### src/rtl/gas_pattern_detector.sv
// NUM_PAT programmable serial pattern matchers over one shared bit history. Each has a saturating hit counter and a sticky alarm.
// Outputs update at the edge that accepts the bit, so match pulses the cycle after it. No backpressure: every valid bit is consumed.
module gas_pattern_detector #(
  parameter int NUM_PAT  = 3,
  parameter int MAX_LEN  = 16,
  parameter int CNT_W    = 8,
  parameter int ALARM_TH = 1,
  parameter int SEL_W    = 2,
  parameter int LEN_W    = 5
) (
  input  logic                     clk,
  input  logic                     arst,
  input  logic                     din_valid,
  input  logic                     din,
  input  logic                     cfg_we,
  input  logic [SEL_W-1:0]         cfg_sel,
  input  logic [MAX_LEN-1:0]       cfg_pattern,
  input  logic [LEN_W-1:0]         cfg_len,
  input  logic                     cfg_overlap,
  input  logic                     cfg_en,
  input  logic [NUM_PAT-1:0]       alarm_clr,
  output logic [NUM_PAT-1:0]       match,
  output logic [NUM_PAT-1:0]       alarm,
  output logic [NUM_PAT*CNT_W-1:0] hit_cnt
);

  localparam logic [LEN_W-1:0] MAX_LEN_L = LEN_W'(MAX_LEN);
  localparam logic [CNT_W-1:0] TH        = CNT_W'(ALARM_TH);
  localparam logic [CNT_W-1:0] CNT_MAX   = '1;

  logic [MAX_LEN-1:0]                    hist;
  logic [MAX_LEN-1:0]                    win;
  logic [NUM_PAT-1:0][MAX_LEN-1:0]       pat;
  logic [NUM_PAT-1:0][LEN_W-1:0]         len;
  logic [NUM_PAT-1:0][LEN_W-1:0]         fill;
  logic [NUM_PAT-1:0]                    ovl;
  logic [NUM_PAT-1:0]                    en;
  logic [NUM_PAT-1:0]                    wr;
  logic [NUM_PAT-1:0]                    hit;
  logic [NUM_PAT-1:0][CNT_W-1:0]         cnt;
  logic [NUM_PAT-1:0][CNT_W-1:0]         cnt_nxt;
  logic [NUM_PAT-1:0]                    alarm_nxt;
  logic                                  cfg_len_ok;

  function automatic logic [MAX_LEN-1:0] len_mask(input logic [LEN_W-1:0] l);
    logic [MAX_LEN-1:0] m;
    m = '0;
    for (int b = 0; b < MAX_LEN; b++) m[b] = (b < int'(l));
    return m;
  endfunction

  // The window includes the bit being accepted, so a hit is visible at that same edge.
  assign win        = {hist[MAX_LEN-2:0], din};
  assign cfg_len_ok = (cfg_len != '0) && (cfg_len <= MAX_LEN_L);

  always_comb begin
    wr        = '0;
    hit       = '0;
    cnt_nxt   = cnt;
    alarm_nxt = alarm;
    for (int i = 0; i < NUM_PAT; i++) begin
      wr[i]  = cfg_we && (cfg_sel == SEL_W'(i));
      hit[i] = din_valid && !wr[i] && en[i]
               && (({1'b0, fill[i]} + (LEN_W+1)'(1)) >= {1'b0, len[i]})
               && (((win ^ pat[i]) & len_mask(len[i])) == '0);
      // A clear coinciding with a hit restarts the count at this hit.
      cnt_nxt[i]   = alarm_clr[i] ? CNT_W'(1)
                   : ((cnt[i] == CNT_MAX) ? cnt[i] : cnt[i] + CNT_W'(1));
      alarm_nxt[i] = (cnt_nxt[i] >= TH) || (alarm[i] && !alarm_clr[i]);
    end
  end

  always_ff @(posedge clk) begin
    if (!arst) begin
      hist  <= '0;
      pat   <= '0;
      len   <= '0;
      fill  <= '0;
      ovl   <= '0;
      en    <= '0;
      cnt   <= '0;
      alarm <= '0;
      match <= '0;
    end else begin
      match <= hit;
      if (din_valid) hist <= win;
      for (int i = 0; i < NUM_PAT; i++) begin
        if (wr[i]) begin
          pat[i]  <= cfg_pattern;
          len[i]  <= cfg_len;
          ovl[i]  <= cfg_overlap;
          en[i]   <= cfg_en && cfg_len_ok;
          fill[i] <= '0;
        end else if (din_valid) begin
          if (hit[i] && !ovl[i]) fill[i] <= '0;
          else if (fill[i] < MAX_LEN_L) fill[i] <= fill[i] + LEN_W'(1);
        end
        if (hit[i]) begin
          cnt[i]   <= cnt_nxt[i];
          alarm[i] <= alarm_nxt[i];
        end else if (alarm_clr[i]) begin
          cnt[i]   <= '0;
          alarm[i] <= 1'b0;
        end
      end
    end
  end

  assign hit_cnt = cnt;

endmodule

### config.mk
export PLATFORM = sky130hd
export DESIGN_NAME = gas_pattern_detector
export DESIGN_NICKNAME = d
export VERILOG_FILES = /design/src/rtl/gas_pattern_detector.sv
export SDC_FILE = /design/constraint.sdc
export NUM_CORES = 1
export LEC_CHECK = 0
export CAP_MARGIN = 25
export CORE_AREA = 2 2 115 117
export CTS_CLUSTER_DIAMETER = 40
export DETAILED_ROUTE_END_ITERATION = 8
export DIE_AREA = 0 0 117 119
export GPL_ROUTABILITY_DRIVEN = 0
export HOLD_SLACK_MARGIN = 0.06
export PLACE_DENSITY = 0.76
export SLEW_MARGIN = 20
export SYNTH_ARGS = -nofsm -noshare
export SYNTH_HDL_FRONTEND = slang
export SYNTH_SLANG_ARGS = --single-unit
### constraint.sdc
create_clock -name clk -period 3 [get_ports clk]
set_input_delay 0.6 -clock clk [delete_from_list [all_inputs] [get_ports clk]]
set_output_delay 0.6 -clock clk [all_outputs]
set_load 0.01 [all_outputs]
# After elaboration in Yosys (flattened, before gate mapping)
# Index checks and enable logic that the tools add are counted.
[word_totals] regBits=129 latchBits=0 ramBits=0 rom_bits=0 inputBits=33 out_inout_bits=30 wordCells=178 mem_count=0
[classes] addsub=9 n_mul=0 div=0 order_cmp=58 n_eq_ne=5 shift=0 muxes=24 n_bitwise=7 reduce_logical=52
[ops] operator="< comparator 4 x 5 -> 1 bit, first input constant" n=24
[ops] operator="two-way mux 8 bit" n=12
[ops] operator="< comparator 3 x 5 -> 1 bit, first input constant" n=12
[ops] operator="bitwise AND 16 bit" n=3
[ops] operator="logical NOT 16 bit" n=3
[ops] operator="XOR 16 bit" n=3
[ops] operator="< comparator 1 x 5 -> 1 bit, first input constant" n=6
[ops] operator="< comparator 2 x 5 -> 1 bit, first input constant" n=6
[ops] operator="two-way mux 5 bit" n=6
[ops] operator="adder 8 x 1 -> 8 bit, second input constant" n=3
[ops] operator="== test 8 bit, second input constant" n=3
[ops] operator=">= comparator 8 x 1 -> 1 bit, second input constant" n=3
[ops] operator="logical AND 1 bit" n=23
[ops] operator="adder 5 x 1 -> 6 bit, second input constant" n=3
[ops] operator=">= comparator 6 x 5 -> 1 bit" n=3
[ops] operator="adder 5 x 1 -> 5 bit, second input constant" n=3
[ops] operator="< comparator 5 bit, second input constant" n=3
[ops] operator="nonzero test 2 bit" n=6
[ops] operator="logical NOT 1 bit" n=9
[ops] operator="two-way mux 1 bit" n=6
[ops] operator="AND reduction 2 bit" n=3
[ops] operator="OR reduction 2 bit" n=3
[ops] operator="<= comparator 5 bit, second input constant" n=1
[ops] operator="nonzero test 5 bit" n=1
[ops] operator="other kinds (5)" n=7

# Logic depth before layout (Yosys ltp)
[depth] ltp_word=10 depth_mapped=12 depth_no_buf=10

# Worst setup path before layout
# No wires, ideal clock.
[synth_path] path_type="flip-flop to flip-flop" start="register fill[5] (netlist name)" end="register cnt, in the netlist hit_cnt[9]" setup_ps=116 arrival_time_ps=2206 required_time_ps=2884 path_slack_ps=678 path_stages_with_launch=11 path_buffers=1 period_less_slack_ps=2322 path_cell_list="dfxtp_1 -> ha_1 -> nand3_1 -> xnor2_1 -> ha_1 -> a21oi_1 -> a311o_1 -> nor3_2 -> buf_2 -> a21oi_1 -> a41o_1"
[synth_via] elab_chain_cells=5 elab_cells_between_ends=6 cone_classes="add/sub (1); order compare (1); mux (1); reduce/logical (3)"
[synth_lines] item="start, declared" line="35" text="logic [NUM_PAT-1:0][LEN_W-1:0] fill;"
[synth_lines] item="start signal, assigned" line="78" text="fill <= '0;"
[synth_lines] item="start signal, assigned by index" line="93" text="fill[i] <= '0;"
[synth_lines] item="start signal, assigned by index" line="95" text="if (hit[i] && !ovl[i]) fill[i] <= '0;"
[synth_lines] item="adder 5 x 1 -> 6 bit *" line="64" text="&& (({1'b0, fill[i]} + (LEN_W+1)'(1)) >= {1'b0, len[i]})"
[synth_lines] item=">= comparator 6 x 5 -> 1 bit *" line="64"
[synth_lines] item="logical AND 1 bit *" line="64"
[synth_lines] item="logical AND 1 bit *" line="65" text="&& (((win ^ pat[i]) & len_mask(len[i])) == '0);"
[synth_lines] item="two-way mux 8 bit / nonzero test 2 bit (equally long branches)"
[synth_lines] item="end signal, assigned by index" line="99" text="cnt[i] <= cnt_nxt[i];"
[synth_lines] item="end, declared" line="40" text="logic [NUM_PAT-1:0][CNT_W-1:0] cnt;"
# Mark *: on every way between the ends. The rest lies on a longest branch, timed or not.
# A chain may end at the register's enable or synchronous reset.

# Final worst setup path
[layout_path] start="register len[14] (netlist name)" end="register cnt, in the netlist hit_cnt[21]"
[layout_via] elab_chain_cells=5 elab_cells_between_ends=23 cone_classes="order compare (17); mux (1); bitwise (1); reduce/logical (4)"
[layout_lines] item="start, declared" line="34" text="logic [NUM_PAT-1:0][LEN_W-1:0] len;"
[layout_lines] item="start signal, assigned by index" line="90" text="len[i] <= cfg_len;"
[layout_lines] item="< comparator 1 x 5 -> 1 bit, or another cell as far along" line="48" text="for (int b = 0; b < MAX_LEN; b++) m[b] = (b < int'(l));"
[layout_lines] item="bitwise AND 16 bit" line="65"
[layout_lines] item="logical NOT 16 bit" line="65"
[layout_lines] item="logical AND 1 bit *" line="65"
[layout_lines] item="two-way mux 8 bit / nonzero test 2 bit (equally long branches)"
# Marked as above.

==> metrics.md <==
| Metric | Value |
|---|---|
| Worst reg2reg startpoint | len[14]$_SDFFE_PN0P_ |
| # IOs | 63 |
| Sw frac | 24.1% |
| Setup violations, final | 0 |
| Clk buf depth | 2 |
| Mean routed wirelength per cell | 15.7 um |
| Final Critical Period | 2610 ps |
| Vias | 6276 |
| Top cells by area, synth | dfxtp_1 38%, nand2_1 9.2%, a21oi_1 7.6% |
| Dpl hpwl | 12200 um |
| Layout area overhead | 18.4% |
| Final hold violations | 0 |
| CTS root buffer | clkbuf_16 |
| Pin count of the biggest net entering global routing | 85 |
| Setup Buffers After CTS | 0 |
| Nets | 964 |
| Unrepaired setup endpoints after global routing | false |
| Highest routing layer actually used | met4 |
| Psw | 0.000955 W |
| Global-route wire length before repair | 28000 um |
| Pins Over Slew Limit | 0 |
| Met1 WL | 7670 um |
| Area of the multi-input gates | 0.00396 sq mm |
| Crit end category | register |
| Die ar. | 0.0139 sq mm |
| # hold bufs at CTS | 0 |
| CTS tree | done |
| PwrDens | 487 mW/mm^2 |
| Core Rows | 42 |
| Worst Path Required | 3290 ps |
| Wirelength, routed | 17200 um |
| Fmax | 383 MHz |
| CTS buffer count | 17 |
| Post-Synthesis Net Count | 925 |
| Hold slack | 448 ps |
| Starting Density | 53.5% |
| Die X | 117 um |
| Post-CTS sizing | 0 |
| Period utilisation layout | 86.9% |
| Peak supply drop | 0.423 mV |
| R2R depth | 7 |
| Crit path to | hit_cnt[21]$_SDFFE_PN0P_ |
| Met3 WL | 1020 um |
| H-tree depth | 4 |
| DRT iter0 DRCs | 656 |
| Synth area leader | dfxtp_1 |
| Synth cell types | 68 |
| CTS clock-pin slew for the worst setup and hold paths | 50 ps |
| Leak | 3.19 nW |
| Reg2Reg Setup Slack | 390 ps |
| Core area | 0.0129 sq mm |
| Combinational power share | 8.6% |
| CP Max Fanout | 9 |
| Critical Path AT | 2890 ps |
| Register area | 0.00258 sq mm |
| # DRC | 0 |
| FILL cells | 1142 |
| Total power | 0.00397 W |
| Worst-Skew Late Latency | 420 ps |
| RR Endpoint | hit_cnt[21]$_SDFFE_PN0P_ |
| Syn avg cell area | 7.91 sq um |
| Most frequent cells in the layout | 169 x nand2_1, 129 x dfxtp_1, 104 x a21oi_1 |
| Sink Count | 129 |
| Most used DFF post-synth | dfxtp_1 |
| Cell Area, Synth | 0.00689 sq mm |
| DRT Pass-1 Iters | 5 |
| Internal Pwr Total | 0.00301 W |
| Sum of negative setup slack | 0 ps |
| Via density | 5.72 |
| Relative slew slack | 68.3% |
| Fin util | 63.3% |
| Post-route ant nets | 0 |
| Worst Hold Class | reg -> reg |
| Final clock skew | 6.20 ps |
| Worst-margin pin slew | 473 ps |
| Die Ht | 119 um |
| Flop pwr share | 45.4% |
| Inserted Diodes | 0 |
| Status | finished clean |
| Wire length on met2 | 8040 um |
| Clk network pwr share | 46.0% |
| Fin area | 0.00815 sq mm |
| Vias in the first global route | 5620 |
| Worst setup path startpoint | len[14]$_SDFFE_PN0P_ |
| CP Class | reg -> reg |
| Yosys top cell area share | 37.5% |
| Area post-placement | 0.00763 sq mm |
| Post-synth EDFFs | 0 |
| GRT Total Usage | 25.7% |
| Post-synth ARST share | 0% |
| Number of synthesized register bits | 129 |
| Max-cap violations | 0 |
| Commonest non-fill, non-tap cell in the layout | nand2_1 |
| Post-synthesis sequential area ratio | 37.5% |
| Antenna violations before repair | 0 |
| Port bufs | 62 |
| Layout cells sized above 1 | 6.83% |
| Total gr overflow | 0 |
| Synth warn | 0 |
| Gate Count Post-Synth | 871 |
| Critical Path Source Type | register |
through the flow:
stage,setup slack (ps),std cells
5_1_grt,216,1098
2_1_floorplan,678,871
6_report,392,1098
3_3_place_gp,71.1,1067
3_5_place_dp,36.7,1067
4_1_cts,441,1098
flip-flops by register name, summed over array words and instances (netlist names):
register	flops
ovl	3
match	3
en	3
hit_cnt	24
alarm	3
fill	15
pat	48
hist	15
len	15
layout make-up:
cell class | count | share of cell area (%)
Clock inverter | 6 | 0.399
Multi-Input combinational cell | 659 | 48.6
Tap cell | 176 | 2.70
Sequential cell | 129 | 31.7
Timing Repair Buffer | 84 | 9.80
Clock buffer | 25 | 5.96
Inverter | 19 | 0.875
worst min path at each step:
stage                          startpoint  slack [ps]  depth (start not counted)                     to
floorplan              en[2]$_SDFFE_PN0P_         430                          2     en[2]$_SDFFE_PN0P_
global placement    alarm[0]$_SDFFE_PN0P_         440                          1  alarm[0]$_SDFFE_PN0P_
detailed placement  alarm[0]$_SDFFE_PN0P_         440                          1  alarm[0]$_SDFFE_PN0P_
CTS                 alarm[0]$_SDFFE_PN0P_         450                          1  alarm[0]$_SDFFE_PN0P_
global route        alarm[0]$_SDFFE_PN0P_         480                          1  alarm[0]$_SDFFE_PN0P_
finish              alarm[0]$_SDFFE_PN0P_         450                          1  alarm[0]$_SDFFE_PN0P_
Yosys cell counts, types with 8 or more instances:
cell        n
nand3_1    22
ha_1       21
xor2_1     44
nor2_1     52
dfxtp_1   129
a21oi_1   104
a31oi_1    11
mux2i_1    21
and3_1     16
nand2_1   169
nand2b_1    8
nor3_1     21
o21ai_0    27
a211oi_1    8
clkbuf_1   50
xnor2_1    29
inv_1      18
kinds of logic (layout without fill, tap and decap cells):
family	Yosys count	after routing	share of synthesized area, %
flip-flops	129	129	37.5
XOR/XNOR	73	73	9.29
AO/OA/AOI/OAI	209	209	18.9
multiplexers	21	21	3.05
adder cells (fa/ha/maj)	21	21	3.82
AND/OR/NAND/NOR	335	335	22.4
buffers and inverters	83	134	5.07
power by group through the flow:
stage | registers [W] | logic (W) | clock network [W]
final | 0.00180 | 0.000343 | 0.00182
after global placement | 0.00183 | 0.000335 | 0
after global routing | 0.00181 | 0.000378 | 0.00193
after detailed placement | 0.00184 | 0.000340 | 0
after floorplan | 0.00181 | 0.000223 | 0
after CTS | 0.00180 | 0.000342 | 0.00184
worst max-delay path, cell delays in order, from the launching register on:
cell and delay (ps):
dfxtp_1 400, or2_1 410, a21oi_1 240, o2111ai_1 200, nor4_1 460, and3_1 420
and2_4 250, a311oi_1 90
per-layer routing:
metal	vias up	GRT usage [%]
li1	3126	-
met3	37	4.63
met4	0	11.4
met1	2876	34.3
met2	237	40.4
met5	-	0
No activity file was read; power rests on OpenSTA's default activity.
==> RTL change 1: new RTL, same settings <==
The parameter `SEL_W` goes from 2 to 1.
--- a/src/rtl/gas_pattern_detector.sv
+++ b/src/rtl/gas_pattern_detector.sv
@@ -5,7 +5,7 @@
   parameter int MAX_LEN  = 16,
   parameter int CNT_W    = 8,
   parameter int ALARM_TH = 1,
-  parameter int SEL_W    = 2,
+  parameter int SEL_W    = 1,
   parameter int LEN_W    = 5
 ) (
   input  logic                     clk,
Ports: changed (resized cfg_sel); port bits go from 63 to 62. No check against the original RTL was run, so the function may have changed too.
==> RTL change 1 against the original RTL <==
Sequential cell count is 23 lower; worst setup slack worse by 0.050 ns; wire length is 21% lower; area after synthesis is 14% lower; design area is 15% lower; synthesized cell count is 18% lower; fmax is 1.9% lower; power is 24% lower; critical path depth is 3 higher; core utilization is 9.3 points lower; count of clock-buffer cells in the layout is 16 lower.
==> RTL change 1: results <==
group,metric,value,unit
yosys,ys_types,64,
route,drt-initial-drc-count,433,
placed_design,hpwl,9.72,mm
clocking,cts_inserted_buffers,9,
final_layout,final_cells,941,
route,wl_met3,660,um
global_route,grt_pass1_wl,23.2,mm
timing,whs,0.469,ns
yosys,yosys-top-cells-area,"dfxtp_1 (36%), nand2_1 (7.9%), xnor2_1 (6.2%), a21boi_0 (6.1%), ha_1 (4.5%)",
final_layout,largest_reg_flops,32,
global_route,grt_util_met3,0.0504,
placed_design,pre_cts_ws,0.0699,ns
pwr,p_clk_frac,0.396,
final_layout,drive_gt1_frac,0.0601,
route,wl_met2,6.19,mm
worst_hold_path,worstHoldStart,"ovl[0]$_SDFFE_PN0P_",
clocking,clkTransAtPathRegs,0.07,ns
worst_hold_path,holdPathEnd,"ovl[0]$_SDFFE_PN0P_",
route,drt-met1-wl,6.60,mm
placed_design,io_buffer_count,61,
pwr,clk-power,1.19,mW
yosys,synth.yosys.seq_area_share,0.360,
critical_path,critPathTopFamily,"compound AO/OA/AOI/OAI gates",
timing,fin_crit,2.66,ns
pwr,ir_worst_vdd,0.450,mV
placed_design,post_dp_cell_area,0.00665,mm^2
placed_design,dp_cells,925,
yosys,avgSynthCellArea,8.26,um^2
yosys,synth_common_cells,"nand2_1 (124), dfxtp_1 (106), a21boi_0 (48)",
run_status,status,"complete, no violations",
## RTL change 1: worst reg2reg max path: cells and delay by family (launching register included)
kind	cells	cell delay, ns
simple gates	2	0.23
compound gates	5	1.29
flops	1	0.41
fa+ha+maj	2	0.54
xor+xnor	1	0.15
## RTL change 1: logic make-up after synthesis
kind of cell | Yosys count | synth area share
AOI/OAI and AO/OA | 167 | 0.195
xor gates and xnor gates | 56 | 0.0831
adders and majority gates | 21 | 0.0445
buffers and inverters | 57 | 0.0416
DFF | 106 | 0.360
muxes | 20 | 0.0339
and+or+nand+nor | 287 | 0.242
## RTL change 1: area by class of cell
| type | count | area [um^2] |
|---|---|---|
| Tap cell | 176 | 220 |
| Multi-Input combinational cell | 551 | 3530 |
| Clock inverter | 7 | 80.1 |
| Clock buffer | 9 | 225 |
| Inverter | 17 | 63.8 |
| Fill cell | 1192 | 5920 |
| Timing Repair Buffer | 75 | 711 |
| Sequential cell | 106 | 2120 |
==> RTL change 2: new RTL, config.mk and constraints unchanged <==
Without the edit above. Register the output `hit_cnt` once more, without a reset; this adds one clock of latency there. The other outputs are not delayed to match.
--- a/src/rtl/gas_pattern_detector.sv
+++ b/src/rtl/gas_pattern_detector.sv
@@ -106,7 +106,9 @@
     end
   end
 
-  assign hit_cnt = cnt;
+  always_ff @(posedge clk) begin
+    hit_cnt <= cnt;
+  end
 
 endmodule
 
Formal check against the unedited RTL: not equivalent (a bounded check fails within 4 cycles, from zero or initial values and one cycle with arst low).
==> RTL change 2 against the original RTL <==
Sequential share of layout area is 3.4 points higher; design area is 7.0% higher; wire length is 3.6% higher; clock power is 31% higher; worst setup slack worse by 0.074 ns; area after synthesis is 5.7% higher; power is 22% higher; die area stayed put; sequential cell count is 24 higher; core utilization is 4.5 points higher; critical endpoint is now cnt[11]$_SDFFE_PN0P_.
==> RTL change 2: results <==
group,metric,value,unit
critical_path,rr_endpoint,"cnt[11]$_SDFFE_PN0P_",
run_status,status,"complete, no violations",
timing,layout_setup_ws,0.318,ns
placed_design,hpwl,12.5,mm
yosys,ys_types,69,
critical_path,rr_startpoint,"fill[7]$_SDFFE_PP0P_",
pwr,total_power,4.86,mW
timing,slew-limit-headroom,0.518,
route,drt-initial-drc-count,546,
critical_path,slowest_delay,0.61,ns
global_route,use_met1,0.363,
route,finalWirelength,17.9,mm
global_route,grt_pass1_vias,5908,
pwr,p_seq_frac,0.435,
timing,fin_skew,0.00508,ns
global_route,grt_util_met3,0.0514,
final_layout,drive_gt1_frac,0.0766,
pwr,ir_worst_vdd,0.334,mV
global_route,grtUsageMet2,0.417,
final_layout,final_cells,1116,
pwr,cellLeakagePower,3.37,nW
critical_path,worst_ep_arrival_time,3.01,ns
pwr,p_switching,1.09,mW
placed_design,post_dp_cell_area,0.00807,mm^2
route,wl_met3,1.05,mm
route,via_per_inst,5.76,
route,wl_met2,8.23,mm
yosys,yosys-top-cells-area,"dfxtp_1 (42%), nand2_1 (8.8%), a21oi_1 (6.7%), xor2_1 (4.8%), xnor2_1 (3.7%)",
critical_path,rr_worst_depth,10,
yosys,yosysWarnings,0,
yosys,synthesis.nets,934,
pwr,clk-power,2.39,mW
route,drt-met1-wl,8.00,mm
critical_path,worstPathMaxFanout,5,
worst_hold_path,hold_class,"flip-flop to flip-flop",
global_route,track_usage,0.269,
global_route,grt_pass1_wl,29.3,mm
RTL change 2: changes by cell type in the layout (fill, tap and decap cells not counted), moves of 4 or more:
| cell | unedited run | this run |
|---|---|---|
| a211oi_1 | 8 | 2 |
| inv_1 | 18 | 14 |
| dfxtp_1 | 129 | 153 |
| clkbuf_1 | 5 | 1 |
| o211ai_1 | 2 | 7 |
| xor2_1 | 44 | 40 |
| nor3_1 | 21 | 28 |
| bufinv_16 | 0 | 6 |
| nor2_1 | 52 | 48 |
| a21oi_1 | 104 | 98 |
RTL change 2: cell type report:
type / instances / area, um^2
fillers: 1062 / 4150
multi-input cells: 655 / 3930
flip-flops and latches: 153 / 3060
repair buffers: 85 / 793
clock buffers: 18 / 429
clock inverters: 14 / 228
well taps: 176 / 220
inverters: 15 / 56.3
RTL change 2: how the worst min path moves through the flow:
stage                           to                 start  depth (start not counted)
2_1_floorplan   hit_cnt[5]$_DFF_P_   cnt[5]$_SDFFE_PN0P_                          0
3_3_place_gp   hit_cnt[17]$_DFF_P_  cnt[17]$_SDFFE_PN0P_                          0
3_5_place_dp   hit_cnt[17]$_DFF_P_  cnt[17]$_SDFFE_PN0P_                          0
4_1_cts        hit_cnt[17]$_DFF_P_  cnt[17]$_SDFFE_PN0P_                          0
5_1_grt        hit_cnt[17]$_DFF_P_  cnt[17]$_SDFFE_PN0P_                          0
6_report        hit_cnt[9]$_DFF_P_   cnt[9]$_SDFFE_PN0P_                          0
RTL change 2: cell families after synthesis:
logic type	share of synthesized area
muxes	0.0320
AOI/OAI and AO/OA	0.165
and+or+nand+nor	0.215
adders and majority gates	0.0418
xor gates and xnor gates	0.0855
DFF	0.421
buffers and inverters	0.0392
